==> src/rtl/qsfp_mgmt_pkg.sv <==
// Shared types and constants for the QSFP28 management controller.
// Used by qsfp_mgmt_port and qsfp_mgmt_ctrl (optional debounce: QSFP_MGMT_DEBOUNCE_EN).
package qsfp_mgmt_pkg;

  localparam int MAX_PORTS = 8;

  typedef enum logic [1:0] {
    ABSENT = 2'd0,
    RESET  = 2'd1,
    INIT   = 2'd2,
    READY  = 2'd3
  } portState_e;

  // Width of a down-counter that must hold (largest cycle count - 1) without wrapping.
  function automatic int cntWidth(input int a, input int b);
    int largest;
    largest = (a > b) ? a : b;
    return (largest > 1) ? $clog2(largest) : 1;
  endfunction

endpackage

==> src/rtl/qsfp_mgmt_port.sv <==
// One QSFP28 cage: input sync, optional modprsl debounce (QSFP_MGMT_DEBOUNCE_EN),
// bring-up FSM ABSENT -> RESET -> INIT -> READY, and the interrupt latch.
module qsfp_mgmt_port
  import qsfp_mgmt_pkg::*;
#(
  parameter int RESET_CYCLES    = 2500,
  parameter int INIT_CYCLES     = 500000000,
  parameter int DEBOUNCE_CYCLES = 250000
) (
  input  logic clk_i,
  input  logic rst_ni,
  input  logic modprsl_i,
  input  logic intl_i,
  input  logic cfgLpmode_i,
  input  logic swResetReq_i,
  input  logic intClear_i,
  output logic resetl_o,
  output logic lpmode_o,
  output logic present_o,
  output logic ready_o,
  output logic intLatched_o
);

  localparam int CntW = cntWidth(RESET_CYCLES, INIT_CYCLES);
  localparam logic [CntW-1:0] ResetLoad = CntW'(RESET_CYCLES - 1);
  localparam logic [CntW-1:0] InitLoad  = CntW'(INIT_CYCLES - 1);

  // Sync flops hold active-high "present"/"interrupt" so a cleared chain reads as idle.
  logic [1:0] prsSync_q;
  logic [1:0] intSync_q;
  logic       prsValid;
  logic       intActive;

  always_ff @(posedge clk_i) begin
    if (!rst_ni) begin
      prsSync_q <= '0;
      intSync_q <= '0;
    end else begin
      prsSync_q <= {prsSync_q[0], ~modprsl_i};
      intSync_q <= {intSync_q[0], ~intl_i};
    end
  end

  assign intActive = intSync_q[1];

`ifdef QSFP_MGMT_DEBOUNCE_EN
  localparam int DbW = $clog2(DEBOUNCE_CYCLES + 1);

  logic           prsStable_q;
  logic [DbW-1:0] dbCnt_q;

  always_ff @(posedge clk_i) begin
    if (!rst_ni) begin
      prsStable_q <= 1'b0;
      dbCnt_q     <= '0;
    end else if (prsSync_q[1] == prsStable_q) begin
      dbCnt_q <= '0;
    end else if (dbCnt_q == DbW'(DEBOUNCE_CYCLES - 1)) begin
      prsStable_q <= prsSync_q[1];
      dbCnt_q     <= '0;
    end else begin
      dbCnt_q <= dbCnt_q + DbW'(1);
    end
  end

  assign prsValid = prsStable_q;
`else
  logic unusedDebounce;
  assign unusedDebounce = (DEBOUNCE_CYCLES > 0);
  assign prsValid       = prsSync_q[1];
`endif

  portState_e      state_q, state_d;
  logic [CntW-1:0] cnt_q, cnt_d;

  always_ff @(posedge clk_i) begin
    if (!rst_ni) begin
      state_q <= ABSENT;
      cnt_q   <= '0;
    end else begin
      state_q <= state_d;
      cnt_q   <= cnt_d;
    end
  end

  // Presence loss beats sw reset, which beats counter expiry.
  always_comb begin
    state_d = state_q;
    cnt_d   = cnt_q;
    if (!prsValid) begin
      state_d = ABSENT;
      cnt_d   = '0;
    end else if (state_q == ABSENT || swResetReq_i) begin
      state_d = RESET;
      cnt_d   = ResetLoad;
    end else begin
      case (state_q)
        RESET: begin
          if (cnt_q == '0) begin
            state_d = INIT;
            cnt_d   = InitLoad;
          end else begin
            cnt_d = cnt_q - CntW'(1);
          end
        end
        INIT: begin
          if (cnt_q == '0) begin
            state_d = READY;
          end else begin
            cnt_d = cnt_q - CntW'(1);
          end
        end
        default: begin
          state_d = state_q;
        end
      endcase
    end
  end

  logic resetl_q, lpmode_q, present_q, ready_q, intLatched_q;
  logic resetl_d, lpmode_d, present_d, ready_d, intLatched_d;

  always_comb begin
    resetl_d  = (state_d == INIT) || (state_d == READY);
    present_d = (state_d != ABSENT);
    ready_d   = (state_d == READY);
    lpmode_d  = cfgLpmode_i || (state_d != READY);
    if (state_d == ABSENT || state_d == RESET) begin
      intLatched_d = 1'b0;
    end else if (state_q == READY && intActive) begin
      intLatched_d = 1'b1;
    end else if (intClear_i) begin
      intLatched_d = 1'b0;
    end else begin
      intLatched_d = intLatched_q;
    end
  end

  always_ff @(posedge clk_i) begin
    if (!rst_ni) begin
      resetl_q     <= 1'b0;
      lpmode_q     <= 1'b1;
      present_q    <= 1'b0;
      ready_q      <= 1'b0;
      intLatched_q <= 1'b0;
    end else begin
      resetl_q     <= resetl_d;
      lpmode_q     <= lpmode_d;
      present_q    <= present_d;
      ready_q      <= ready_d;
      intLatched_q <= intLatched_d;
    end
  end

  assign resetl_o     = resetl_q;
  assign lpmode_o     = lpmode_q;
  assign present_o    = present_q;
  assign ready_o      = ready_q;
  assign intLatched_o = intLatched_q;

endmodule

==> src/rtl/qsfp_mgmt_ctrl.sv <==
// QSFP28 cage manager: NUM_PORTS bring-up channels plus one-hot-low I2C modsell decode.
// Define QSFP_MGMT_DEBOUNCE_EN to debounce modprsl for DEBOUNCE_CYCLES.
module qsfp_mgmt_ctrl
  import qsfp_mgmt_pkg::*;
#(
  parameter int NUM_PORTS       = 2,
  parameter int RESET_CYCLES    = 2500,
  parameter int INIT_CYCLES     = 500000000,
  parameter int DEBOUNCE_CYCLES = 250000,
  localparam int SelW = (NUM_PORTS > 1) ? $clog2(NUM_PORTS) : 1
) (
  input  logic                 clk_250mhz,
  input  logic                 rst_250mhz_n,
  input  logic [NUM_PORTS-1:0] qsfp_modprsl,
  input  logic [NUM_PORTS-1:0] qsfp_intl,
  output logic [NUM_PORTS-1:0] qsfp_resetl,
  output logic [NUM_PORTS-1:0] qsfp_lpmode,
  output logic [NUM_PORTS-1:0] qsfp_modsell,
  input  logic [NUM_PORTS-1:0] cfg_lpmode,
  input  logic [NUM_PORTS-1:0] sw_reset_req,
  input  logic [SelW-1:0]      i2c_sel,
  input  logic                 i2c_sel_en,
  input  logic [NUM_PORTS-1:0] int_clear,
  output logic [NUM_PORTS-1:0] present,
  output logic [NUM_PORTS-1:0] ready,
  output logic [NUM_PORTS-1:0] int_latched
);

  for (genvar i = 0; i < NUM_PORTS; i++) begin : gPort
    qsfp_mgmt_port #(
      .RESET_CYCLES   (RESET_CYCLES),
      .INIT_CYCLES    (INIT_CYCLES),
      .DEBOUNCE_CYCLES(DEBOUNCE_CYCLES)
    ) uPort (
      .clk_i       (clk_250mhz),
      .rst_ni      (rst_250mhz_n),
      .modprsl_i   (qsfp_modprsl[i]),
      .intl_i      (qsfp_intl[i]),
      .cfgLpmode_i (cfg_lpmode[i]),
      .swResetReq_i(sw_reset_req[i]),
      .intClear_i  (int_clear[i]),
      .resetl_o    (qsfp_resetl[i]),
      .lpmode_o    (qsfp_lpmode[i]),
      .present_o   (present[i]),
      .ready_o     (ready[i]),
      .intLatched_o(int_latched[i])
    );
  end

  logic [NUM_PORTS-1:0] modsell_q, modsell_d;

  // A single index compare guarantees at most one low bit; out-of-range indices match nothing.
  always_comb begin
    modsell_d = '1;
    for (int i = 0; i < NUM_PORTS; i++) begin
      if (i2c_sel_en && ready[i] && (int'(i2c_sel) == i)) begin
        modsell_d[i] = 1'b0;
      end
    end
  end

  always_ff @(posedge clk_250mhz) begin
    if (!rst_250mhz_n) begin
      modsell_q <= '1;
    end else begin
      modsell_q <= modsell_d;
    end
  end

  assign qsfp_modsell = modsell_q;

endmodule

==> config.mk <==
export PLATFORM = sky130hd
export DESIGN_NAME = qsfp_mgmt_ctrl
export DESIGN_NICKNAME = d
export VERILOG_FILES = /design/src/rtl/qsfp_mgmt_pkg.sv /design/src/rtl/qsfp_mgmt_port.sv /design/src/rtl/qsfp_mgmt_ctrl.sv
export SDC_FILE = /design/constraint.sdc
export NUM_CORES = 1
export LEC_CHECK = 0
export ABC_AREA = 1
export CELL_PAD_IN_SITES_DETAIL_PLACEMENT = 1
export CELL_PAD_IN_SITES_GLOBAL_PLACEMENT = 2
export CORE_UTILIZATION = 34
export CTS_BUF_LIST = sky130_fd_sc_hd__clkbuf_4 sky130_fd_sc_hd__clkbuf_8 sky130_fd_sc_hd__clkbuf_16
export DETAILED_ROUTE_END_ITERATION = 10
export PLACE_DENSITY_LB_ADDON = 0.1
export RECOVER_POWER = 25
export REMOVE_ABC_BUFFERS = 1
export SETUP_SLACK_MARGIN = 0.2
export SYNTH_ARGS = -nofsm -noshare
export SYNTH_HDL_FRONTEND = slang
export SYNTH_SLANG_ARGS = --single-unit
==> constraint.sdc <==
create_clock -name clk_250mhz -period 2.2 [get_ports clk_250mhz]
set_clock_uncertainty 0.2 [all_clocks]
set_input_delay 0.55 -clock clk_250mhz [delete_from_list [all_inputs] [get_ports clk_250mhz]]
set_output_delay 0.55 -clock clk_250mhz [all_outputs]
set_load 0.01 [all_outputs]
==> impl_metrics.csv <==
group,metric,value,unit
status,status,"completed",
drt,viasPerCell,4.939,
drt,antenna_left,0,
yosys,synth_seq_cells,82,
layout,fin_nets,830,
critical_path,r2r_setup_slack,0.22,ns
placement,portBuffers,25,
yosys,netlist_area,0.004885,sq mm
sta,finalCritPeriodShare,0.9012,
yosys,synth_enable_flop_cells,0,
global_route,antenna_found_initial,0,
critical_path,worstPathRequired,2.28,ns
sta,final_hold_viol_count,0,
drt,vias,4880,
sta,layout_min_cycle_time,1.983,ns
pwr,power,3.435,mW
critical_path,worst_setup_path_end_kind,"register",
yosys,ys_seq_area_frac,0.3361,
floorplanning,coreArea,0.01393,sq mm
drt,routed_wl,15680,um
sta,max_freq,0.5044,GHz
clock_network,clock-sinks,82,
layout,insertedDiodeCount,0,
yosys,async_reset_ff_frac,0,
floorplanning,io-pin-count,26,
placement,place_ws,0.04510,ns
floorplanning,row_count,43,
global_route,grt_max_degree,21,
yosys,yosys_warnings,0,
global_route,overflow,0,
critical_path,worstSetupStartpointType,"register",
sta,setup_viol,0,
drt,firstDrtPassIters,5,
sta,tns,0,ns
floorplanning,fp.dieH,121.9,um
clock_network,postCtsHoldBufs,0,
global_route,grt_pass1_wl,25250,um
global_route,first_global_vias,4993,
clock_network,cts_buffer_depth,2,
critical_path,crit_type,"reg2reg",
sta,finalMaxSlewViolations,0,
min_path,min_from,"gPort[0].uPort.ready_o$_SDFF_PN0_",
sta,max_slew_margin,0.6598,
layout,final_core_util,0.4509,
drt,drc,0,
clock_network,clkTransAtPathRegs,0.06,ns
yosys,synth_cell_type_count,39,
min_path,hold_path.class,"reg2reg",
min_path,whs_path_depth,1,
yosys,syn_inst,729,
sta,worstMarginPinSlew,0.5064,ns
yosys,syn_avg_cell_area,6.701,sq um
yosys,synth_area_leaders,"dfxtp_1, nand2_1, nor2_1, inv_1, a21oi_1",
critical_path,timing.rr.start,"gPort[1].uPort.cnt_q[25]$_SDFFE_PP0P_",
layout,drive_above_1_share,0.2438,
layout,final_cell_area,0.006284,sq mm
clock_network,clk_latency,0.35,ns
sta,worst_slack,0.2173,ns
sta,whs,0.2140,ns
global_route,grt_util_all_layers,0.2207,
placement,gp_congestion,0.8217,
floorplanning,dieWidth,121.9,um
floorplanning,fp.dieArea,0.01485,sq mm
placement,dp_hpwl,11900,um
floorplanning,initial_core_util,0.3505,
sta,rsz0062_at_grt,"true",
pwr,powerDensity,546.7,mW/mm^2
clock_network,numCtsBuffers,9,
pwr,vdd_ir_drop_max,0.3647,mV
yosys,synth_top_area_cell,"dfxtp_1",
placement,place_inst,954,
drt,wl_per_cell,15.87,um
critical_path,regToRegEndpoint,"gPort[1].uPort.intLatched_o$_SDFFE_PP0P_",
placement,place_area,0.005555,sq mm
yosys,ys.flop_type,"dfxtp_1",
layout,syn_to_final_growth,28.64,%
critical_path,critPathArrivalTime,2.07,ns
clock_network,cts_tree,"built",
critical_path,cp_max_fo,4,
yosys,synth_top_area_share,0.3361,
job,cap_violations,0,
layout,nFillCells,1785,
layout,layout.cells.non_filler,988,
clock_network,cts_max_level,3,
drt,drt_iter0_drc,258,
critical_path,reg2reg_depth,10,
min_path,hold-path-endpoint,"qsfp_modsell[0]$_SDFF_PN1_",
clock_network,clockRootBuffer,"clkbuf_16",
pwr,p_leak,2.927,nW
-- layer usage --
layer | GRT usage | up-vias | share of wire
li1 | - | 2440 | -
met1 | 0.3154 | 2344 | 0.51
met2 | 0.3347 | 76 | 0.44
met3 | 0.04354 | 20 | 0.034
met4 | 0.05941 | 0 | 0.016
met5 | 0 | - | 0
-- report_power, final --
part	internal, mW	switching [mW]
Sequential	1.50	0.0120
Combinational	0.190	0.261
Clock	0.838	0.636
-- worst max path at each step --
| stage | from | endpoint | cells past startpoint |
|---|---|---|---|
| 3_5_place_dp | rst_250mhz_n | gPort[1].uPort.cnt_q[18]$_SDFFE_PP0P_ | 6 |
| 5_1_grt | gPort[1].uPort.cnt_q[25]$_SDFFE_PP0P_ | gPort[1].uPort.intLatched_o$_SDFFE_PP0P_ | 10 |
| 2_1_floorplan | gPort[1].uPort.state_q[1]$_SDFF_PN0_ | gPort[1].uPort.cnt_q[25]$_SDFFE_PP0P_ | 8 |
| 3_3_place_gp | rst_250mhz_n | gPort[1].uPort.cnt_q[2]$_SDFFE_PP0P_ | 6 |
| 6_report | gPort[1].uPort.cnt_q[25]$_SDFFE_PP0P_ | gPort[1].uPort.intLatched_o$_SDFFE_PP0P_ | 10 |
| 4_1_cts | gPort[0].uPort.cnt_q[0]$_SDFFE_PN0P_ | gPort[0].uPort.cnt_q[1]$_SDFFE_PN0P_ | 11 |
-- cell usage after synthesis (all sizes together) (13+ instances only) --
cell type	number
o21ai	24
inv	83
nor2	140
xor2	15
nand4	13
buf	19
nand2	205
xnor2	13
dfxtp	82
a21oi	50
nand3	31
-- sequential cells by signal, summed over array words and instances, names as in the netlist --
register and cells:
gPort.uPort.ready_o 2, gPort.uPort.present_o 2, gPort.uPort.cnt_q 58, gPort.uPort.prsSync_q 4
gPort.uPort.lpmode_o 2, gPort.uPort.resetl_o 2, gPort.uPort.state_q 4, gPort.uPort.intLatched_o 2
gPort.uPort.intSync_q 4, qsfp_modsell 2
-- area by class of cell --
class,instances,area (sq um),area share
clock buffer,12,260.3,0.04142
clock inverter,3,23.77,0.003783
inverter,84,315.3,0.05018
multi-input combinational,541,3019,0.4805
sequential,82,1668,0.2654
tap,180,225.2,0.03584
timing repair buffer,86,772.0,0.1229
-- worst max-delay path, cell delays in order, from the launching register on --
cell and delay [ns]:
dfxtp_1 0.35, nor2_2 0.17, nand2_1 0.14, nor2_4 0.15, nand2_4 0.10, nor2_8 0.12
buf_6 0.12, o21ai_2 0.05, a21oi_1 0.27, nand2_2 0.14, nor2_2 0.14
-- layout by cell type (no fill, tap or decap), types with 4 or more instances in the layout --
master	n
a21oi_1	47
buf_12	5
buf_4	53
clkbuf_16	9
clkdlybuf4s50_1	20
dfxtp_1	63
dfxtp_2	18
ha_1	10
inv_1	76
inv_2	7
nand2_1	179
nand2_2	19
nand2_4	6
nand3_1	28
nand3b_1	5
nand4_1	13
nor2_1	88
nor2_2	32
nor2_4	18
nor3_1	7
o211ai_1	12
o21ai_0	14
o21ai_1	7
or2_2	4
xnor2_1	13
xor2_1	15
-- logic make-up after synthesis --
| family | Yosys count | synth area share |
|---|---|---|
| flops | 82 | 0.3361 |
| xor+xnor | 28 | 0.05021 |
| buf+inv | 107 | 0.09836 |
| simple gates | 409 | 0.3765 |
| compound gates | 91 | 0.1081 |
| fa+ha+maj | 12 | 0.03074 |
-- what timing repair did --
action | CTS | global route
buffers inserted | 4 | 14
resized for setup | 16 | 87
gates cloned | 0 | 1
pin swaps | 8 | 30
endpoints found under the setup margin | 50 | 71
Note: power is estimated with default switching activity, not from simulation.
